--- config.mk ---
export PLATFORM = sky130hd
export DESIGN_NAME = mem_port_arbiter
export DESIGN_NICKNAME = d
export VERILOG_FILES = /design/src/rtl/mem_arb_pkg.sv /design/src/rtl/rr_arbiter2.sv /design/src/rtl/mem_port_arbiter.sv
export SDC_FILE = /design/constraint.sdc
export NUM_CORES = 1
export LEC_CHECK = 0
export ABC_AREA = 1
export CAP_MARGIN = 15
export CORE_UTILIZATION = 37
export DETAILED_ROUTE_END_ITERATION = 8
export MAX_ROUTING_LAYER = met4
export PLACE_DENSITY = 0.73
export SLEW_MARGIN = 0
export SYNTH_ARGS = -nofsm -noshare
export SYNTH_HDL_FRONTEND = slang
export SYNTH_SLANG_ARGS = --single-unit
--- constraint.sdc ---
create_clock -name CLK -period 1.4 [get_ports CLK]
set_input_delay 0.28 -clock CLK [delete_from_list [all_inputs] [get_ports CLK]]
set_output_delay 0.28 -clock CLK [all_outputs]
set_load 0.005 [all_outputs]
--- src/rtl/mem_arb_pkg.sv ---
// Shared constants for the two-port main-memory arbiter.
package mem_arb_pkg;
    localparam logic [0:0] IDLE   = 1'b0;
    localparam logic [0:0] ACCESS = 1'b1;

    localparam logic PORT_D = 1'b0;
    localparam logic PORT_I = 1'b1;

    localparam int BURST_LEN = 4;
endpackage

--- src/rtl/rr_arbiter2.sv ---
// Two-way round-robin pick; the pointer advances only when the owner completes.
module rr_arbiter2 (
    input  logic clk,
    input  logic rst,
    input  logic req0,
    input  logic req1,
    input  logic upd,
    input  logic owner,
    output logic gnt_vld,
    output logic gnt_port
);
    import mem_arb_pkg::*;

    logic rr_ptr_q, rr_ptr_d;

    always_comb begin
        gnt_vld  = req0 | req1;
        gnt_port = (req0 & req1) ? rr_ptr_q : (req1 ? PORT_I : PORT_D);
        rr_ptr_d = upd ? ~owner : rr_ptr_q;
    end

    always_ff @(negedge clk) begin
        if (rst) rr_ptr_q <= PORT_D;
        else     rr_ptr_q <= rr_ptr_d;
    end
endmodule

--- src/rtl/mem_port_arbiter.sv ---
// Shares one main-memory port between the D-cache controller (port 0) and the
// I-cache refill engine (port 1); single reads, 4-word bursts, single writes.
module mem_port_arbiter #(
    parameter int ADDR_W  = 10,
    parameter int DATA_W  = 32,
    parameter int MEM_LAT = 4
) (
    input  logic              CLK,
    input  logic              RST,
    input  logic              req0,
    input  logic              req1,
    input  logic              we0,
    input  logic              we1,
    input  logic              burst0,
    input  logic              burst1,
    input  logic [ADDR_W-1:0] adr0,
    input  logic [ADDR_W-1:0] adr1,
    input  logic [DATA_W-1:0] wdata0,
    input  logic [DATA_W-1:0] wdata1,
    output logic              gnt0,
    output logic              gnt1,
    output logic              rvalid0,
    output logic              rvalid1,
    output logic              done0,
    output logic              done1,
    output logic [DATA_W-1:0] rdata,
    output logic [1:0]        word_idx,
    output logic              busy,
    output logic [ADDR_W-1:0] mem_Adr,
    output logic              mem_WE,
    output logic [DATA_W-1:0] mem_wdata,
    input  logic [DATA_W-1:0] mem_rdata
);
    import mem_arb_pkg::*;

    localparam logic [3:0] CNT_LAST = 4'(MEM_LAT - 1);
    localparam logic [3:0] CNT_WE   = 4'(MEM_LAT - 2);
    localparam logic [1:0] WORD_LAST = 2'(BURST_LEN - 1);

    logic [0:0]        state_q, state_d;
    logic              owner_q, owner_d, we_q, we_d, burst_q, burst_d;
    logic [ADDR_W-1:0] adr_q, adr_d, mem_adr_q, mem_adr_d;
    logic [DATA_W-1:0] wdata_q, wdata_d, rdata_q, rdata_d, mem_wdata_q, mem_wdata_d;
    logic [3:0]        cnt_q, cnt_d;
    logic [1:0]        word_q, word_d, word_idx_q, word_idx_d, word_nxt;
    logic              gnt0_q, gnt0_d, gnt1_q, gnt1_d;
    logic              rvalid0_q, rvalid0_d, rvalid1_q, rvalid1_d;
    logic              done0_q, done0_d, done1_q, done1_d;
    logic              busy_q, busy_d, mem_we_q, mem_we_d;
    logic              gnt_vld, gnt_port, upd;
    logic              we_s, burst_s;
    logic [ADDR_W-1:0] adr_s;
    logic [DATA_W-1:0] wdata_s;

    rr_arbiter2 u_rr (
        .clk      (CLK),
        .rst      (RST),
        .req0     (req0),
        .req1     (req1),
        .upd      (upd),
        .owner    (owner_q),
        .gnt_vld  (gnt_vld),
        .gnt_port (gnt_port)
    );

    assign word_nxt = word_q + 2'd1;

    always_comb begin
        we_s    = gnt_port ? we1    : we0;
        burst_s = gnt_port ? burst1 : burst0;
        adr_s   = gnt_port ? adr1   : adr0;
        wdata_s = gnt_port ? wdata1 : wdata0;

        state_d     = state_q;
        owner_d     = owner_q;
        we_d        = we_q;
        burst_d     = burst_q;
        adr_d       = adr_q;
        wdata_d     = wdata_q;
        cnt_d       = cnt_q;
        word_d      = word_q;
        rdata_d     = rdata_q;
        word_idx_d  = word_idx_q;
        busy_d      = busy_q;
        mem_adr_d   = mem_adr_q;
        mem_wdata_d = mem_wdata_q;
        mem_we_d    = 1'b0;
        gnt0_d      = 1'b0;
        gnt1_d      = 1'b0;
        rvalid0_d   = 1'b0;
        rvalid1_d   = 1'b0;
        done0_d     = 1'b0;
        done1_d     = 1'b0;
        upd         = 1'b0;

        case (state_q)
            IDLE: begin
                if (gnt_vld) begin
                    owner_d     = gnt_port;
                    we_d        = we_s;
                    burst_d     = burst_s & ~we_s;
                    adr_d       = adr_s;
                    wdata_d     = wdata_s;
                    gnt0_d      = ~gnt_port;
                    gnt1_d      = gnt_port;
                    state_d     = ACCESS;
                    busy_d      = 1'b1;
                    cnt_d       = 4'd0;
                    word_d      = 2'd0;
                    mem_adr_d   = (burst_s & ~we_s) ? {adr_s[ADDR_W-1:2], 2'b00} : adr_s;
                    mem_wdata_d = wdata_s;
                end
            end
            ACCESS: begin
                cnt_d = cnt_q + 4'd1;
                // Write strobe occupies the final cycle of the access window.
                if (we_q && cnt_q == CNT_WE) mem_we_d = 1'b1;
                if (cnt_q == CNT_LAST) begin
                    if (!we_q) begin
                        rdata_d    = mem_rdata;
                        word_idx_d = burst_q ? word_q : adr_q[1:0];
                        rvalid0_d  = ~owner_q;
                        rvalid1_d  = owner_q;
                    end
                    if (burst_q && word_q != WORD_LAST) begin
                        word_d    = word_nxt;
                        cnt_d     = 4'd0;
                        mem_adr_d = {adr_q[ADDR_W-1:2], word_nxt};
                    end else begin
                        done0_d = ~owner_q;
                        done1_d = owner_q;
                        busy_d  = 1'b0;
                        upd     = 1'b1;
                        state_d = IDLE;
                    end
                end
            end
            default: state_d = IDLE;
        endcase
    end

    always_ff @(negedge CLK) begin
        if (RST) begin
            state_q     <= IDLE;
            owner_q     <= PORT_D;
            we_q        <= 1'b0;
            burst_q     <= 1'b0;
            adr_q       <= '0;
            wdata_q     <= '0;
            cnt_q       <= 4'd0;
            word_q      <= 2'd0;
            rdata_q     <= '0;
            word_idx_q  <= 2'd0;
            busy_q      <= 1'b0;
            mem_adr_q   <= '0;
            mem_wdata_q <= '0;
            mem_we_q    <= 1'b0;
            gnt0_q      <= 1'b0;
            gnt1_q      <= 1'b0;
            rvalid0_q   <= 1'b0;
            rvalid1_q   <= 1'b0;
            done0_q     <= 1'b0;
            done1_q     <= 1'b0;
        end else begin
            state_q     <= state_d;
            owner_q     <= owner_d;
            we_q        <= we_d;
            burst_q     <= burst_d;
            adr_q       <= adr_d;
            wdata_q     <= wdata_d;
            cnt_q       <= cnt_d;
            word_q      <= word_d;
            rdata_q     <= rdata_d;
            word_idx_q  <= word_idx_d;
            busy_q      <= busy_d;
            mem_adr_q   <= mem_adr_d;
            mem_wdata_q <= mem_wdata_d;
            mem_we_q    <= mem_we_d;
            gnt0_q      <= gnt0_d;
            gnt1_q      <= gnt1_d;
            rvalid0_q   <= rvalid0_d;
            rvalid1_q   <= rvalid1_d;
            done0_q     <= done0_d;
            done1_q     <= done1_d;
        end
    end

    assign gnt0      = gnt0_q;
    assign gnt1      = gnt1_q;
    assign rvalid0   = rvalid0_q;
    assign rvalid1   = rvalid1_q;
    assign done0     = done0_q;
    assign done1     = done1_q;
    assign rdata     = rdata_q;
    assign word_idx  = word_idx_q;
    assign busy      = busy_q;
    assign mem_Adr   = mem_adr_q;
    assign mem_WE    = mem_we_q;
    assign mem_wdata = mem_wdata_q;
endmodule

==> results.tsv <==
stage	metric	value	unit
critical_path	Worst path max stage delay	360	ps
critical_path	CP endpoint kind	output port	
grt	first-pass GRT wire length	26.5	mm
grt	Congestion Overflow GR	0	
floorplanning	Die X	110	um
layout	Reg area	0.00221	sq mm
power	total power	9.61	mW
timing	Max-slew headroom	79.0	%
grt	vias in the first global route	5862	
synth	number of synthesized flops with an enable pin	0	
layout	Filler Cell Count	600	
floorplanning	IO Count	208	
place	Placed Area	0.00677	sq mm
critical_path	worst r2r src	word_q[1]	
synth	Post-synth ARST share	0	%
detailed_routing	DR DRC count	0	
worst_hold_path	Hold Path Class	flip-flop to flip-flop	
detailed_routing	detailed router's first-iteration violation count	507	
synth	Syn. warnings	0	
power	leakage power	4.53	nW
grt	initial antenna violation count	1	
synth	sequential element share of the synthesized area	48.7	%
place	Routability Congestion	0.840	
clock_tree	cts bufs inserted	9	
outcome	failing checks	negative setup slack	
critical_path	worst reg2reg path depth	8	
timing	Final Skew	63.4	ps
clock_tree	clk_lat worst skew	460	ps
critical_path	worst path cell trace	buf_6	
floorplanning	row count	39	
critical_path	CP max stage cell	dfxtp_2	
detailed_routing	vias per cell	5.35	
timing	worst slew pin tran	314	ps
power	VDD IR max	0.644	mV
synth	syn nets	712	
timing	Final Hold Vio Count	0	
place	placed cells	934	
synth	synthesis-stage register bit count	105	
clock_tree	Hold Buf Count CTS	0	
layout	Total Nets Final	1115	
place	Place WS	-1110	ps
place	Port Buffers	207	
critical_path	worst-path fanout max	2	
layout	post-layout instance area	0.00938	sq mm
place	DPL Wire Length	9.20	mm
floorplanning	die height	110	um
floorplanning	die area	0.0121	sq mm
power	Logic pwr share	22.4	%
critical_path	Reg2Reg Setup Slack	-180	ps
critical_path	RR Endpoint	cnt_q[2]	
power	Sw Ratio	35.1	%
synth	Synth cell types	28	
clock_tree	H-Tree Depth	3	
power	clock share of power	42.9	%
layout	share of layout cells above drive strength 1	43.8	%
layout	Area growth syn-to-layout	117	%
detailed_routing	DR pass1 iterations	5	
timing	RSZ-0062 raised after global routing	yes	
layout	Final Non-Filler Cells	1137	
power	sequential group share of total power	34.7	%
clock_tree	Root Buffer	clkbuf_16	
critical_path	CP arrival	1600	ps
critical_path	CP top delay family	flip-flops	
detailed_routing	WL per Instance	19.1	um
grt	largest net degree at the start of global routing	37	
detailed_routing	remaining antenna violation count after routing	0	
worst_hold_path	Min-Delay Startpoint	rdata[26]	
worst_hold_path	hold path endpoint	rdata[26]	
grt	Global Route Usage Sum	29.4	%
detailed_routing	via count	6084	
timing	fin. max-slew vios	0	
power	Int Power	6.24	mW
synth	mean cell area of the mapped netlist	7.38	sq um
synth	Syn Inst Count	585	
critical_path	Crit Path Class	flip-flop to output port	
job	Max-Cap Viols	0	
synth	cell area after synthesis	0.00432	sq mm
clock_tree	CTS clk-pin slew, worst paths	80	ps
power	Power Density	1020	mW/mm^2
synth	top_reg_cell synth	dfxtp_1	
clock_tree	CTS Buffer Depth	2	
critical_path	Worst EP required	1120	ps
outcome	status	complete, but fails checks	
floorplanning	core box area	0.0114	sq mm
clock_tree	TritonCTS clock tree	built	
detailed_routing	final wirelength	21.7	mm
timing	final setup margin	-479	ps
critical_path	CP startpoint kind	flip-flop	
worst_hold_path	hold depth	2	
power	sw power	3.37	mW
critical_path	WP buf/inv	1	
layout	multi-input logic area	0.00252	sq mm
clock_tree	# clock sinks	105	
floorplanning	Initial Util	37.8	%
timing	Final setup viols	184	
kinds of logic after synthesis:
group | Yosys count | share of synthesized area [%]
buffers and inverters | 73 | 8.00
AO/OA/AOI/OAI | 141 | 18.1
flip-flops | 105 | 48.7
adder cells (fa/ha/maj) | 3 | 0.869
AND/OR/NAND/NOR | 263 | 24.4
metal layers:
metal | vias up | part of all wire, % | global-route usage (%)
met5 | - | 0 | -
met4 | 0 | 5.0 | 20.1
met3 | 88 | 7.9 | 9.58
met2 | 418 | 52 | 51.6
met1 | 2848 | 35 | 27.1
li1 | 2730 | - | -
how the worst max path moves through the flow:
stage	startpoint	end	slack, ps	cells past startpoint
after floorplan	req1	mem_Adr[2]	-450	8
after global placement	req1	mem_wdata[2]	-1050	7
after global routing	mem_wdata[0]	mem_wdata[0]	-510	1
after detailed placement	req1	mem_wdata[1]	-1110	7
final	mem_wdata[0]	mem_wdata[0]	-480	1
after CTS	rdata[24]	rdata[24]	-440	1
registers in the layout, indices dropped and copies added, names as in the netlist:
signal,flops
gnt1,1
mem_WE,1
word_q,2
gnt0,1
mem_Adr,10
done1,1
we_q,1
state_q,1
done0,1
word_idx,2
owner_q,1
rvalid0,1
cnt_q,4
burst_q,1
rvalid1,1
adr_q,10
busy,1
mem_wdata,32
u_rr.rr_ptr_q,1
rdata,32
layout by cell type, fill, tap and decap left out, types with 3 or more instances in the layout:
| master | synthesis | routed |
|---|---|---|
| inv_1 | 32 | 134 |
| clkdlybuf4s50_1 | 0 | 114 |
| nand2_1 | 132 | 106 |
| nor2_1 | 113 | 97 |
| dfxtp_2 | 0 | 84 |
| buf_6 | 5 | 83 |
| buf_4 | 3 | 48 |
| o21ai_2 | 2 | 47 |
| o21ai_1 | 10 | 30 |
| buf_2 | 16 | 29 |
| a31oi_1 | 32 | 26 |
| buf_12 | 0 | 22 |
| dfxtp_1 | 105 | 21 |
| nand2_2 | 1 | 18 |
| clkbuf_16 | 0 | 15 |
| nor2_2 | 0 | 11 |
| o21ai_4 | 0 | 10 |
| o211ai_1 | 10 | 10 |
| buf_16 | 0 | 9 |
| nand2_4 | 2 | 8 |
| nor2_4 | 1 | 6 |
| a21oi_2 | 0 | 6 |
| dlygate4sd2_1 | 0 | 6 |
| inv_6 | 0 | 5 |
| nand2_8 | 0 | 4 |
| nand3_1 | 7 | 4 |
| a31oi_4 | 0 | 4 |
| inv_8 | 0 | 4 |
| buf_8 | 0 | 4 |
| nand3_2 | 1 | 3 |
synth_stat cells (3+ instances only):
library cell	count	area [sq um]
nor2_1	113	424
a21oi_1	8	40.0
o21ai_0	77	385
buf_6	5	56.3
buf_4	3	22.5
o211ai_1	10	75.1
dfxtp_1	105	2100
nand2_1	132	495
buf_2	16	80.1
inv_1	32	120
ha_1	3	37.5
nand3_1	7	35.0
a31oi_1	32	200
clkbuf_1	14	52.6
o21ai_1	10	50.1
power groups by stage:
stage                     clock (mW)  combinational, mW  sequential (mW)
after floorplan                0.458              0.552             3.31
after global placement         0.458               1.27             3.31
after detailed placement       0.458               1.29             3.31
after CTS                       3.93               1.76             3.32
after global routing            4.52               2.25             3.34
final                           4.12               2.15             3.34
what timing repair did:
item,4_1_cts,5_1_grt
pin swaps,38,34
setup endpoints to repair,189,184
setup buffers,33,40
resized for setup,602,152
gates cloned,20,6
area by class of cell:
class	instances	area share [%]
antenna	1	0.0267
clock buffer	9	2.40
clock inverter	112	5.09
inverter	34	1.87
multi-input combinational	408	26.9
sequential	105	23.5
tap	143	1.91
timing repair buffer	322	38.0
timing repair inverter	3	0.307
through the flow:
step	TNS [ps]	hold WS, ps	util, %
after floorplan	-26240	450	-
after global placement	-125660	462	59.3
after detailed placement	-128210	470	59.3
after CTS	-48840	479	74.2
after global routing	-59840	498	82.2
final	-55240	481	82.2
(Power assumes the default switching activity.)
